### config.mk
export PLATFORM = sky130hd
export DESIGN_NAME = bulls_and_cows_solver
export DESIGN_NICKNAME = d
export VERILOG_FILES = /design/src/rtl/bulls_and_cows_solver.sv
export SDC_FILE = /design/constraint.sdc
export NUM_CORES = 1
export LEC_CHECK = 0
export CORE_ASPECT_RATIO = 0.5
export CORE_MARGIN = 3
export CORE_UTILIZATION = 50
export CTS_CLUSTER_SIZE = 20
export DETAILED_ROUTE_END_ITERATION = 10
export PLACE_DENSITY = 0.72
export SYNTH_ARGS = -nofsm -noshare
export SYNTH_HDL_FRONTEND = slang
export SYNTH_SLANG_ARGS = --single-unit
### constraint.sdc
create_clock -name clk -period 3.9 [get_ports clk]
set_input_delay 0.78 -clock clk [delete_from_list [all_inputs] [get_ports clk]]
set_output_delay 0.78 -clock clk [all_outputs]
set_load 0.05 [all_outputs]
### src/rtl/bulls_and_cows_solver.sv
// ---------------------------------------------------------------------------
// bulls_and_cows_solver
//
// Automatic guessing player for Bulls and Cows (4 digits, each 0..7).
// Phase 1 presents dddd for each digit d to learn how often d occurs in the
// secret. Phase 2 locates each position by presenting one candidate digit
// against a filler digit that is known to be absent from the secret.
//
// Optional feature macro: SOLVER_EARLY_EXIT_EN
//   defined   : the scan stops as soon as the bull sum reaches 4; a sum
//               above 4 at any capture is flagged as an error.
//   undefined : all eight scan guesses are issued and the sum is checked
//               once, at the end of the scan.
//
// Ports
//   clk, rst_n              clock (rising edge), async active-low reset
//   start                   begin a solve (accepted in IDLE or DONE only)
//   resp_in[7:0]            packed score: bulls = {[6:5],[1:0]},
//                           cows = {[7],[4:2]}
//   resp_valid              resp_in belongs to the guess on display
//   guess_A..guess_D[2:0]   current guess digits
//   guess_valid             guess is stable and a response is awaited
//   busy                    solve in progress
//   solved, error           outcome flags, held until the next start
//   found_A..found_D[2:0]   recovered secret digits (valid with solved)
//   guess_count[4:0]        responses consumed in this solve (saturating)
// ---------------------------------------------------------------------------
//  state      | meaning
//  -----------+-----------------------------------------------------------
//  IDLE       | after reset, waiting for start
//  SCAN_GUESS | load dddd for the current scan digit (1 cycle)
//  SCAN_WAIT  | guess_valid high, waiting for the scan response
//  PICK_FILL  | choose filler digit and first candidate (1 cycle)
//  POS_GUESS  | load candidate-at-position, filler elsewhere (1 cycle)
//  POS_WAIT   | guess_valid high, waiting for the position response
//  DONE       | solved or error reported, waiting for start
// ---------------------------------------------------------------------------
module bulls_and_cows_solver (
    input  logic       clk,
    input  logic       rst_n,
    input  logic       start,
    input  logic [7:0] resp_in,
    input  logic       resp_valid,
    output logic [2:0] guess_A,
    output logic [2:0] guess_B,
    output logic [2:0] guess_C,
    output logic [2:0] guess_D,
    output logic       guess_valid,
    output logic       busy,
    output logic       solved,
    output logic       error,
    output logic [2:0] found_A,
    output logic [2:0] found_B,
    output logic [2:0] found_C,
    output logic [2:0] found_D,
    output logic [4:0] guess_count
);

    typedef enum logic [2:0] {
        IDLE       = 3'd0,
        SCAN_GUESS = 3'd1,
        SCAN_WAIT  = 3'd2,
        PICK_FILL  = 3'd3,
        POS_GUESS  = 3'd4,
        POS_WAIT   = 3'd5,
        DONE       = 3'd6
    } state_t;

    state_t     state, state_nxt;

    logic [2:0] count [8];
    logic [2:0] sum;
    logic [2:0] digit;
    logic [2:0] filler;
    logic [2:0] cand;
    logic [1:0] pos;
    logic [2:0] guess_q [4];
    logic [2:0] found_q [4];

    // Response decode. Cows are decoded for completeness but not used.
    logic [3:0] bulls;
    logic [3:0] cows;
    logic       unused_cows;
    logic [2:0] bulls_sat;
    logic [3:0] sum_nxt;

    assign bulls       = {resp_in[6:5], resp_in[1:0]};
    assign cows        = {resp_in[7], resp_in[4:2]};
    assign unused_cows = ^cows;
    assign bulls_sat   = (bulls > 4'd4) ? 3'd4 : bulls[2:0];
    assign sum_nxt     = {1'b0, sum} + {1'b0, bulls_sat};

    // Scan outcome for the response currently on resp_in.
    logic scan_pass;
    logic scan_fail;

`ifdef SOLVER_EARLY_EXIT_EN
    assign scan_pass = (sum_nxt == 4'd4);
    assign scan_fail = (sum_nxt > 4'd4) || ((digit == 3'd7) && (sum_nxt != 4'd4));
`else
    // The running sum is only 3 bits wide, so it is compared modulo 8.
    assign scan_pass = (digit == 3'd7) && (sum_nxt[2:0] == 3'd4);
    assign scan_fail = (digit == 3'd7) && (sum_nxt[2:0] != 3'd4);
`endif

    logic pos_hit;
    logic pos_miss;

    assign pos_hit  = (bulls == 4'd1);
    assign pos_miss = (bulls == 4'd0);

    // Lowest digit with a zero count. Unscanned digits keep count 0, so in
    // the early-exit build this naturally falls back to the first unscanned
    // digit when every scanned digit occurred in the secret.
    logic [2:0] fill_digit;

    always_comb begin
        fill_digit = 3'd0;
        for (int i = 7; i >= 0; i--) begin
            if (count[i] == 3'd0) fill_digit = 3'(i);
        end
    end

    // First candidate overall, and next candidate above the current one.
    logic       has_first;
    logic [2:0] first_cand;
    logic       has_next;
    logic [2:0] next_cand;

    always_comb begin
        has_first  = 1'b0;
        first_cand = 3'd0;
        has_next   = 1'b0;
        next_cand  = 3'd0;
        for (int i = 7; i >= 0; i--) begin
            if (count[i] != 3'd0) begin
                has_first  = 1'b1;
                first_cand = 3'(i);
                if (3'(i) > cand) begin
                    has_next  = 1'b1;
                    next_cand = 3'(i);
                end
            end
        end
    end

    always_ff @(posedge clk or negedge rst_n) begin
        if (!rst_n) state <= IDLE;
        else        state <= state_nxt;
    end

    always_comb begin
        state_nxt = state;
        case (state)
            IDLE, DONE: begin
                if (start) state_nxt = SCAN_GUESS;
            end
            SCAN_GUESS: state_nxt = SCAN_WAIT;
            SCAN_WAIT: begin
                if (resp_valid) begin
                    if (scan_pass)      state_nxt = PICK_FILL;
                    else if (scan_fail) state_nxt = DONE;
                    else                state_nxt = SCAN_GUESS;
                end
            end
            PICK_FILL: state_nxt = has_first ? POS_GUESS : DONE;
            POS_GUESS: state_nxt = POS_WAIT;
            POS_WAIT: begin
                if (resp_valid) begin
                    if (pos_hit)                   state_nxt = (pos == 2'd3) ? DONE : POS_GUESS;
                    else if (pos_miss && has_next) state_nxt = POS_GUESS;
                    else                           state_nxt = DONE;
                end
            end
            default: state_nxt = IDLE;
        endcase
    end

    always_ff @(posedge clk or negedge rst_n) begin
        if (!rst_n) begin
            for (int i = 0; i < 8; i++) count[i] <= 3'd0;
            for (int i = 0; i < 4; i++) begin
                guess_q[i] <= 3'd0;
                found_q[i] <= 3'd0;
            end
            sum         <= 3'd0;
            digit       <= 3'd0;
            filler      <= 3'd0;
            cand        <= 3'd0;
            pos         <= 2'd0;
            solved      <= 1'b0;
            error       <= 1'b0;
            guess_count <= 5'd0;
        end else begin
            case (state)
                IDLE, DONE: begin
                    if (start) begin
                        for (int i = 0; i < 8; i++) count[i] <= 3'd0;
                        for (int i = 0; i < 4; i++) begin
                            guess_q[i] <= 3'd0;
                            found_q[i] <= 3'd0;
                        end
                        sum         <= 3'd0;
                        digit       <= 3'd0;
                        solved      <= 1'b0;
                        error       <= 1'b0;
                        guess_count <= 5'd0;
                    end
                end
                SCAN_GUESS: begin
                    for (int i = 0; i < 4; i++) guess_q[i] <= digit;
                end
                SCAN_WAIT: begin
                    if (resp_valid) begin
                        count[digit] <= bulls_sat;
                        sum          <= sum_nxt[2:0];
                        digit        <= digit + 3'd1;
                        if (guess_count != 5'd31) guess_count <= guess_count + 5'd1;
                        if (scan_fail) error <= 1'b1;
                    end
                end
                PICK_FILL: begin
                    filler <= fill_digit;
                    cand   <= first_cand;
                    pos    <= 2'd0;
                    if (!has_first) error <= 1'b1;
                end
                POS_GUESS: begin
                    for (int i = 0; i < 4; i++) begin
                        guess_q[i] <= (pos == 2'(i)) ? cand : filler;
                    end
                end
                POS_WAIT: begin
                    if (resp_valid) begin
                        if (guess_count != 5'd31) guess_count <= guess_count + 5'd1;
                        if (pos_hit) begin
                            found_q[pos] <= cand;
                            cand         <= first_cand;
                            pos          <= pos + 2'd1;
                            if (pos == 2'd3) solved <= 1'b1;
                        end else if (pos_miss && has_next) begin
                            cand <= next_cand;
                        end else begin
                            error <= 1'b1;
                        end
                    end
                end
                default: ;
            endcase
        end
    end

    assign guess_valid = (state == SCAN_WAIT) || (state == POS_WAIT);
    assign busy        = (state != IDLE) && (state != DONE);

    assign guess_A = guess_q[0];
    assign guess_B = guess_q[1];
    assign guess_C = guess_q[2];
    assign guess_D = guess_q[3];
    assign found_A = found_q[0];
    assign found_B = found_q[1];
    assign found_C = found_q[2];
    assign found_D = found_q[3];

endmodule

Yosys cells after proc, flatten, opt, wreduce, memory -nomap -nowiden --
Index checks and enable logic that the tools add are counted.
Operators by class: add/sub/neg operators 4, $lt $le $gt $ge 13, equality and inequality tests 27, muxes and demuxes 113, bitwise logic cells 2, reductions and logical operators 44
Operators by type and width (number):
- two-way mux 3 bit | 50
- two-way mux 24 bit | 2
- case mux 24 bit (2 select lines) | 1
- two-way mux 12 bit | 3
- case mux 12 bit (3 select lines) | 1
- two-way mux 1 bit | 34
- nonzero test 3 bit | 10
- logical NOT 3 bit | 9
- bitwise mux 24 bit | 1
- case mux 12 bit (2 select lines) | 1
- != test 2 bit (second input constant) | 9
- case mux 3 bit (2 select lines) | 3
- case mux 3 bit (6 select lines) | 1
- equality test 3 bit (second input constant) | 5
- two-way mux 5 bit | 3
- bitwise mux 12 bit | 1
- greater-than comparator 3 bit (first input constant) | 4
- two-way mux 2 bit | 6
- AND reduction 3 bit | 4
- case mux 5 bit (2 select lines) | 1
- demux 3 bit (select 3 bit) | 1
- != test 3 bit (second input constant) | 3
- AND reduction 4 bit | 2
- AND reduction 8 bit | 1
- 33 further kinds | 47
Word-level totals: register bits after elaboration 72, input bits 12, output and inout bits 33, logic and storage cells 228

Logic depth before layout (Yosys ltp) --
Gate-level depths: netlist (run 1).
depth in word-level cells 22, gate-level depth with buffers 9, depth with buffers taken out 9

Least setup slack after synthesis (run 1) --
No wires, ideal clock.
kind input-to-reg, start input resp_in[6], end register state[2], setup time 126 ps, arrival 2710 ps, data required time 3774 ps, path slack 1064 ps, stages on the path 8, buffers on the path 0, cells stage by stage nor3_1 -> ha_1 -> inv_1 -> fa_1 -> xnor3_1 -> or3b_2 -> a311oi_1 -> nor2_1
Between the ends: longest elaborated chain between the ends 9, elaborated cells on any way between the ends 11, those cells by class add/sub: 1; order compare: 1; eq/ne: 2; mux: 5; reduce/logical: 2
Ends and longest elaborated chain:
- start: declaration | RTL line 42 | input logic [7:0] resp_in,
- greater-than comparator 4 x 3 -> 1 bit * | RTL line 90 | assign bulls_sat = (bulls > 4'd4) ? 3'd4 : bulls[2:0];
- two-way mux 3 bit * | RTL line 90
- adder 3 bit * | RTL line 91 | assign sum_nxt = {1'b0, sum} + {1'b0, bulls_sat};
- != test 3 bit | RTL line 103 | assign scan_fail = (digit == 3'd7) && (sum_nxt[2:0] != 3'd4);
- logical AND 1 bit | RTL line 103
- two-way mux 3 bit | RTL line 162 | else if (scan_fail) state_nxt = DONE;
- two-way mux 3 bit * | RTL line 161 | if (scan_pass) state_nxt = PICK_FILL;
- two-way mux 3 bit * | RTL line 160 | if (resp_valid) begin
- case mux 3 bit (6 select lines) * | RTL line 154 | case (state)
- end signal: assignment | RTL line 149 | else state <= state_nxt;
- end: declaration | RTL line 69 | state_t state, state_nxt;
Every way passes the cells marked *; elsewhere a longest branch is shown, timed or not. The select of a mux whose other input is x is not followed. A chain may end at the register's enable or synchronous reset.

Final worst setup path (run 1) --
start register state[2], end output guess_valid
Between the ends: longest elaborated chain between the ends 2, elaborated cells on any way between the ends 3, those cells by class eq/ne: 2; reduce/logical: 1
Ends and longest elaborated chain:
- equality test 3 x 2 -> 1 bit or equality test 3 bit (tied branches) | RTL line 253 | assign guess_valid = (state == SCAN_WAIT) || (state == POS_WAIT);
- logical OR 1 bit * | RTL line 253
- end: declaration | RTL line 48 | output logic guess_valid,
Every way passes the cells marked *; elsewhere a longest branch is shown, timed or not.

==> flow_summary_export.csv, run 1 <==
group,metric,value,unit
yosys,ys_ff_latch,72,
timing,fin_setup_tns,0,ns
final_layout,fill_cells,598,
global_routing,grt_overflow,0,
timing,fin_crit_sh,86.05,%
critical_path,crit_fanout,21,
place,dp_slack,0.2689,ns
pwr,p_per_area,709.4,nW/µm²
yosys,synthSimpleGateAreaFrac,14.84,%
job,drv_cap,0,
critical_path,required,3.12,ns
yosys,synth_top_cells_by_area,"dfrtp_1 44%, a22o_1 6.0%, mux2_2 3.6%",
cts,clk_pin_slew,0.06,ns
cts,cts_htree_levels,3,
timing,setup_viol,0,
yosys,syn_inst,384,
floorplan,design.die.area,9346,µm²
yosys,yosysMostFrequentCell,"dfrtp_1",
detailed_routing,avgViaCountPerCell,6.430,
detailed_routing,drc,0,
cts,cts_root_buf,"clkbuf_16",
detailed_routing,routed_wl,10230,µm
floorplan,initial_core_util,53.51,%
final_layout,final_util,63.41,%
timing,tightest_slew,1.246,ns
yosys,synth_area_leader_cell,"dfrtp_1",
yosys,synthAdderAreaFrac,3.557,%
yosys,synth.area.mux_share,4.354,%
detailed_routing,drt.antenna.violating_nets,0,
cts,ctsHoldBuffers,0,
floorplan,core_area,7625,µm²
yosys,yosysWarnings,0,
timing,slew_headroom,16.26,%
cts,cts_made_buffers,9,
cts,cts_max_path_buffers,2,
yosys,ys_top_cells_by_count,"72 x dfrtp_1, 28 x a22o_1, 24 x nand2_1",
place,place_congestion,0.9384,
place,dp_hpwl,7123,µm
yosys,syn_area_per_cell,10.63,µm²
final_layout,fin_nets,436,
timing,post-route-min-period,3.356,ns
cts,cts_resized,0,
yosys,synthArstFlopShare,100.0,%
cts,cts.sinks,72,
yosys,synth_top_family_by_area,"compound AO/OA/AOI/OAI gates",
global_routing,grt_pass1_vias,3235,
cts,insertion_delay,0.33,ns
detailed_routing,dr.pass1.iters,7,
timing,hold_viol,0,
critical_path,cp.arrival,2.58,ns
final_layout,antenna_cells,0,
cts,postCtsSetupBuffers,0,
yosys,ys_types,72,
global_routing,track_usage,22.42,%
final_layout,drive_gt1_share,14.35,%
floorplan,num_rows,22,
place,port_buffers,40,
pwr,finalPower,3.430,mW
timing,rsz0062_at_grt,"no",
detailed_routing,vias,3382,
detailed_routing,drt_iter0_markers,315,
min_path,hp-class,"register to register",
global_routing,grt_antenna_before_repair,0,
floorplan,die_w,133.8,µm
floorplan,die_y,69.88,µm
timing,timing.fmax,298.0,MHz
yosys,synth_edf_count,0,
global_routing,grt_pass1_wl,16720,µm
yosys,seq_area_frac_synth,44.16,%
yosys,synth_compound_area_share,26.83,%
yosys,synthXorXnorAreaFrac,1.196,%
pwr,ir_drop,0.3336,mV
cts,cts_tree,"built",
critical_path,criticalPathCategory,"register to output port",
critical_path,startpoint_type,"register",
timing,fin_skew,0.005265,ns
timing,hold_ws,0.4937,ns
global_routing,grt_max_degree,46,
detailed_routing,routedWlPerCell,19.44,µm
yosys,synth_nets,407,
timing,drv_slew,0,
pwr,p_leak,2.171,nW
timing,fin_ws,0.5441,ns
yosys,ys.flop_type,"dfrtp_1",
yosys,netlist.area_leader.share,44.16,%
critical_path,crit_path_end_kind,"output port",
final_layout,syn2layout_area_growth,18.49,%
outcome,status,"finished clean",
yosys,synthesis.area,4080,µm²
floorplan,io_pins,45,
-- critical path, cell delays in order, from the launching register on --
cell and delay, ns:
dfrtp_1 0.62, or3b_1 0.68, nand2_1 0.13, clkdlybuf4s50_1 0.80
-- cells by family after synthesis --
logic type	Yosys count
AO/OA/AOI/OAI	137
XOR/XNOR	4
adder cells (fa/ha/maj)	11
buffers and inverters	46
flip-flops	72
multiplexers	16
AND/OR/NAND/NOR	98
-- cell type report --
cell class / instances / area, µm² / share of cell area [%]
flip-flops and latches: 72 / 1802 / 37.27
well taps: 108 / 135.1 / 2.795
clock buffers: 10 / 239.0 / 4.943
multi-input cells: 266 / 2072 / 42.86
clock inverters: 6 / 82.58 / 1.708
inverters: 19 / 71.32 / 1.475
repair buffers: 45 / 432.9 / 8.954
-- metal layers --
layer | global-route usage [%] | vias to the layer above | wire length, µm
li1 | - | 1534 | -
met1 | 31.08 | 1681 | 4745
met2 | 35.89 | 152 | 4715
met3 | 5.612 | 15 | 653
met4 | 4.903 | 0 | 112
met5 | 0 | - | 0
-- power by group --
| part | leakage, nW | switching [mW] | internal (mW) |
|---|---|---|---|
| clock | 0.158 | 0.313 | 0.574 |
| sequential | 0.986 | 0.225 | 0.877 |
| combinational | 1.03 | 0.909 | 0.532 |
| total | 2.17 | 1.45 | 1.98 |
-- path summary, 6_finish.rpt --
kind / startpoint / end / slack [ns] / depth (start not counted)
setup reg to reg: state[2] / count[9] / 1.52 / 4
max in group asynchronous: rst_n / count[12] / 2.48 / 2
setup / recovery: state[2] / guess_valid / 0.54 / 3
min in group asynchronous: rst_n / found_D[2] / 0.62 / 1
hold reg to reg: found_B[2] / found_B[2] / 0.49 / 1
hold / removal: found_B[2] / found_B[2] / 0.49 / 1
-- state kept, by name, indices dropped and copies added, names as in the netlist --
| register | flops |
|---|---|
| count | 24 |
| guess_count | 5 |
| cand | 3 |
| digit | 3 |
| filler | 3 |
| found_A | 3 |
| found_B | 3 |
| found_C | 3 |
| found_D | 3 |
| guess_A | 3 |
| guess_B | 3 |
| guess_C | 3 |
| guess_D | 3 |
| state | 3 |
| sum | 3 |
| pos | 2 |
| error | 1 |
| solved | 1 |
-- through the flow --
step,instances,instance area (µm²)
2_1_floorplan,384,4080
3_3_place_gp,510,4513
3_5_place_dp,510,4513
4_1_cts,526,4835
5_1_grt,526,4835
6_report,526,4835
-- layout by cell type, fill, tap and decap left out, types with 4 or more instances in the layout --
| cell | count |
|---|---|
| clkdlybuf4s50_1 | 39 |
| mux2_2 | 13 |
| dfrtp_1 | 72 |
| ha_1 | 10 |
| nand2_1 | 24 |
| inv_1 | 17 |
| or3_1 | 7 |
| buf_4 | 5 |
| nor3_1 | 14 |
| a32o_1 | 12 |
| nor2_1 | 9 |
| o21ai_0 | 21 |
| a22o_1 | 28 |
| a221o_1 | 13 |
| a31oi_1 | 4 |
| nand3_1 | 7 |
| nor3_2 | 4 |
| o21ai_1 | 5 |
| clkbuf_16 | 9 |
| and2_1 | 6 |
| o22ai_1 | 7 |
| a21oi_1 | 13 |
Power figures use the tool's default switching activity.
==> run 2: changes to the inputs <==
--- a/config.mk
+++ b/config.mk
@@ -5,7 +5,7 @@
 export SDC_FILE = /design/constraint.sdc
 export NUM_CORES = 1
 export LEC_CHECK = 0
-export CORE_ASPECT_RATIO = 0.5
+export CORE_ASPECT_RATIO = 1.5
 export CORE_MARGIN = 3
 export CORE_UTILIZATION = 50
 export CTS_CLUSTER_SIZE = 20
==> flow_summary_export.csv, run 2 (synthesis gave the netlist of run 1 again) <==
group,metric,value,unit
final_layout,fin_nets,438,
detailed_routing,vias,3224,
timing,fin_ws,0.6153,ns
critical_path,worst_path_most_repeated_cell,"inv_1",
timing,hold_viol,0,
timing,setup_viol,0,
final_layout,reg_top3,"count (24), guess_count (5)",
timing,timing.fmax,304.4,MHz
place,port_buffers,40,
critical_path,reg2reg_depth,7,
detailed_routing,drc,0,
place,placedInstanceArea,4521,µm²
global_routing,grt_pass1_vias,3267,
timing,slew_headroom,55.77,%
final_layout,layout_common_cells,"72 x dfrtp_1, 39 x clkdlybuf4s50_1, 28 x a22o_1",
outcome,status,"finished clean",
global_routing,grt_antenna_before_repair,0,
floorplan,core_area,7759,µm²
cts,cts_resized,0,
place,dp_hpwl,7083,µm
floorplan,die_y,116.6,µm
critical_path,required,4.11,ns
min_path,hp-class,"input port to asynchronous set/reset pin",
cts,postCtsSetupBuffers,0,
timing,drv_slew,0,
final_layout,antenna_cells,0,
timing,fin_crit_sh,84.22,%
cts,cts_max_path_buffers,2,
place,place_congestion,0.8881,
pwr,p_leak,2.185,nW
cts,cts_htree_levels,3,
timing,fin_skew,0.005254,ns
floorplan,die_w,79.76,µm
global_routing,grt_max_degree,46,
pwr,finalPower,3.456,mW
critical_path,criticalPathCategory,"input port to register",
final_layout,final_util,62.60,%
cts,cts_root_buf,"clkbuf_16",
final_layout,stdcell_count,522,
critical_path,slowest_stage,"clkdlybuf4s50_1",
detailed_routing,dr.pass1.iters,6,
detailed_routing,drt.antenna.violating_nets,0,
timing,rsz0062_at_grt,"no",
critical_path,setup.worst_path.start,"resp_in[0]",
place,dp_slack,0.2825,ns
floorplan,initial_core_util,52.59,%
critical_path,timing.reg2reg.setup_slack,1.58,ns
timing,post-route-min-period,3.285,ns
cts,insertion_delay,0.33,ns
final_layout,drive_gt1_share,14.52,%
detailed_routing,routed_wl,9713,µm
cts,ctsHoldBuffers,0,
critical_path,crit_path_end,"state[2]",
detailed_routing,routedWlPerCell,18.61,µm
detailed_routing,drt_iter0_markers,231,
critical_path,r2r_end,"state[2]",
final_layout,top_register,"count",
critical_path,critical_path.cell_chain,"clkdlybuf4s50_1 > inv_1 > nor3_1 > ha_1 > inv_1 > fa_1 > xnor3_1 > or3b_2 > a311oi_1 > nor2_1",
place,placedCellCount,506,
critical_path,startpoint_type,"input port",
critical_path,cp.arrival,3.50,ns
critical_path,cpPeakStageDelay,0.54,ns
detailed_routing,avgViaCountPerCell,6.176,
final_layout,fin_area,4857,µm²
critical_path,crit_fanout,5,
floorplan,io_pins,45,
floorplan,design.die.area,9302,µm²
cts,cts_made_buffers,9,
global_routing,track_usage,22.63,%
pwr,p_per_area,711.5,nW/µm²
final_layout,layout_commonest_cell,"dfrtp_1",
timing,tightest_slew,0.6599,ns
job,drv_cap,0,
cts,clk_pin_slew,0.06,ns
global_routing,grt_overflow,0,
timing,fin_setup_tns,0,ns
critical_path,r2r_start,"sum[0]",
floorplan,num_rows,39,
timing,hold_ws,0.4684,ns
cts,cts_tree,"built",
cts,cts.sinks,72,
final_layout,syn2layout_area_growth,19.04,%
pwr,ir_drop,0.3656,mV
final_layout,largest_reg_flops,24,
global_routing,grt_pass1_wl,16240,µm
critical_path,crit_path_end_kind,"register",
## run 2: cell types whose count changed in the layout (fill, tap and decap cells not counted), sizes merged
cell | before | now
buf | 6 | 8
bufinv | 2 | 3
clkinv | 4 | 3
## run 2: cell type report
type                    instances  area [µm²]
clock buffers                  10       229.0
clock inverters                 6       107.6
fillers                       628        2902
inverters                      19       71.32
multi-input cells             266        2072
flip-flops and latches         72        1802
well taps                     102       127.6
repair buffers                 47       447.9
## run 2: worst min-delay path by stage
stage / start / endpoint / slack [ns] / depth (start not counted)
4_1_cts: rst_n / guess_count[1] / 0.49 / 1
2_1_floorplan: count[21] / count[21] / 0.47 / 1
6_report: rst_n / guess_count[1] / 0.47 / 1
3_3_place_gp: found_C[2] / found_C[2] / 0.47 / 1
5_1_grt: found_D[1] / found_D[1] / 0.50 / 1
3_5_place_dp: found_A[0] / found_A[0] / 0.48 / 1
## run 2: report_power, final
part | total [mW] | switching, mW | internal, mW
registers | 1.10 | 0.221 | 0.877
logic | 1.44 | 0.892 | 0.544
clock network | 0.921 | 0.299 | 0.622
total | 3.46 | 1.41 | 2.04
## run 2: critical path, delay by kind of cell
kind	cells	cell delay, ns
AND/OR/NAND/NOR	3	0.77
buffers and inverters	3	0.67
AO/OA/AOI/OAI	1	0.30
adder cells (fa/ha/maj)	2	0.60
XOR/XNOR	1	0.36
## run 2: metal layers
metal | GRT usage, % | wire, µm | vias up
met5 | 0 | 0 | -
met2 | 42.33 | 5226 | 91
met4 | 7.779 | 140 | 0
met3 | 4.321 | 390 | 13
li1 | - | - | 1544
met1 | 25.45 | 3955 | 1576
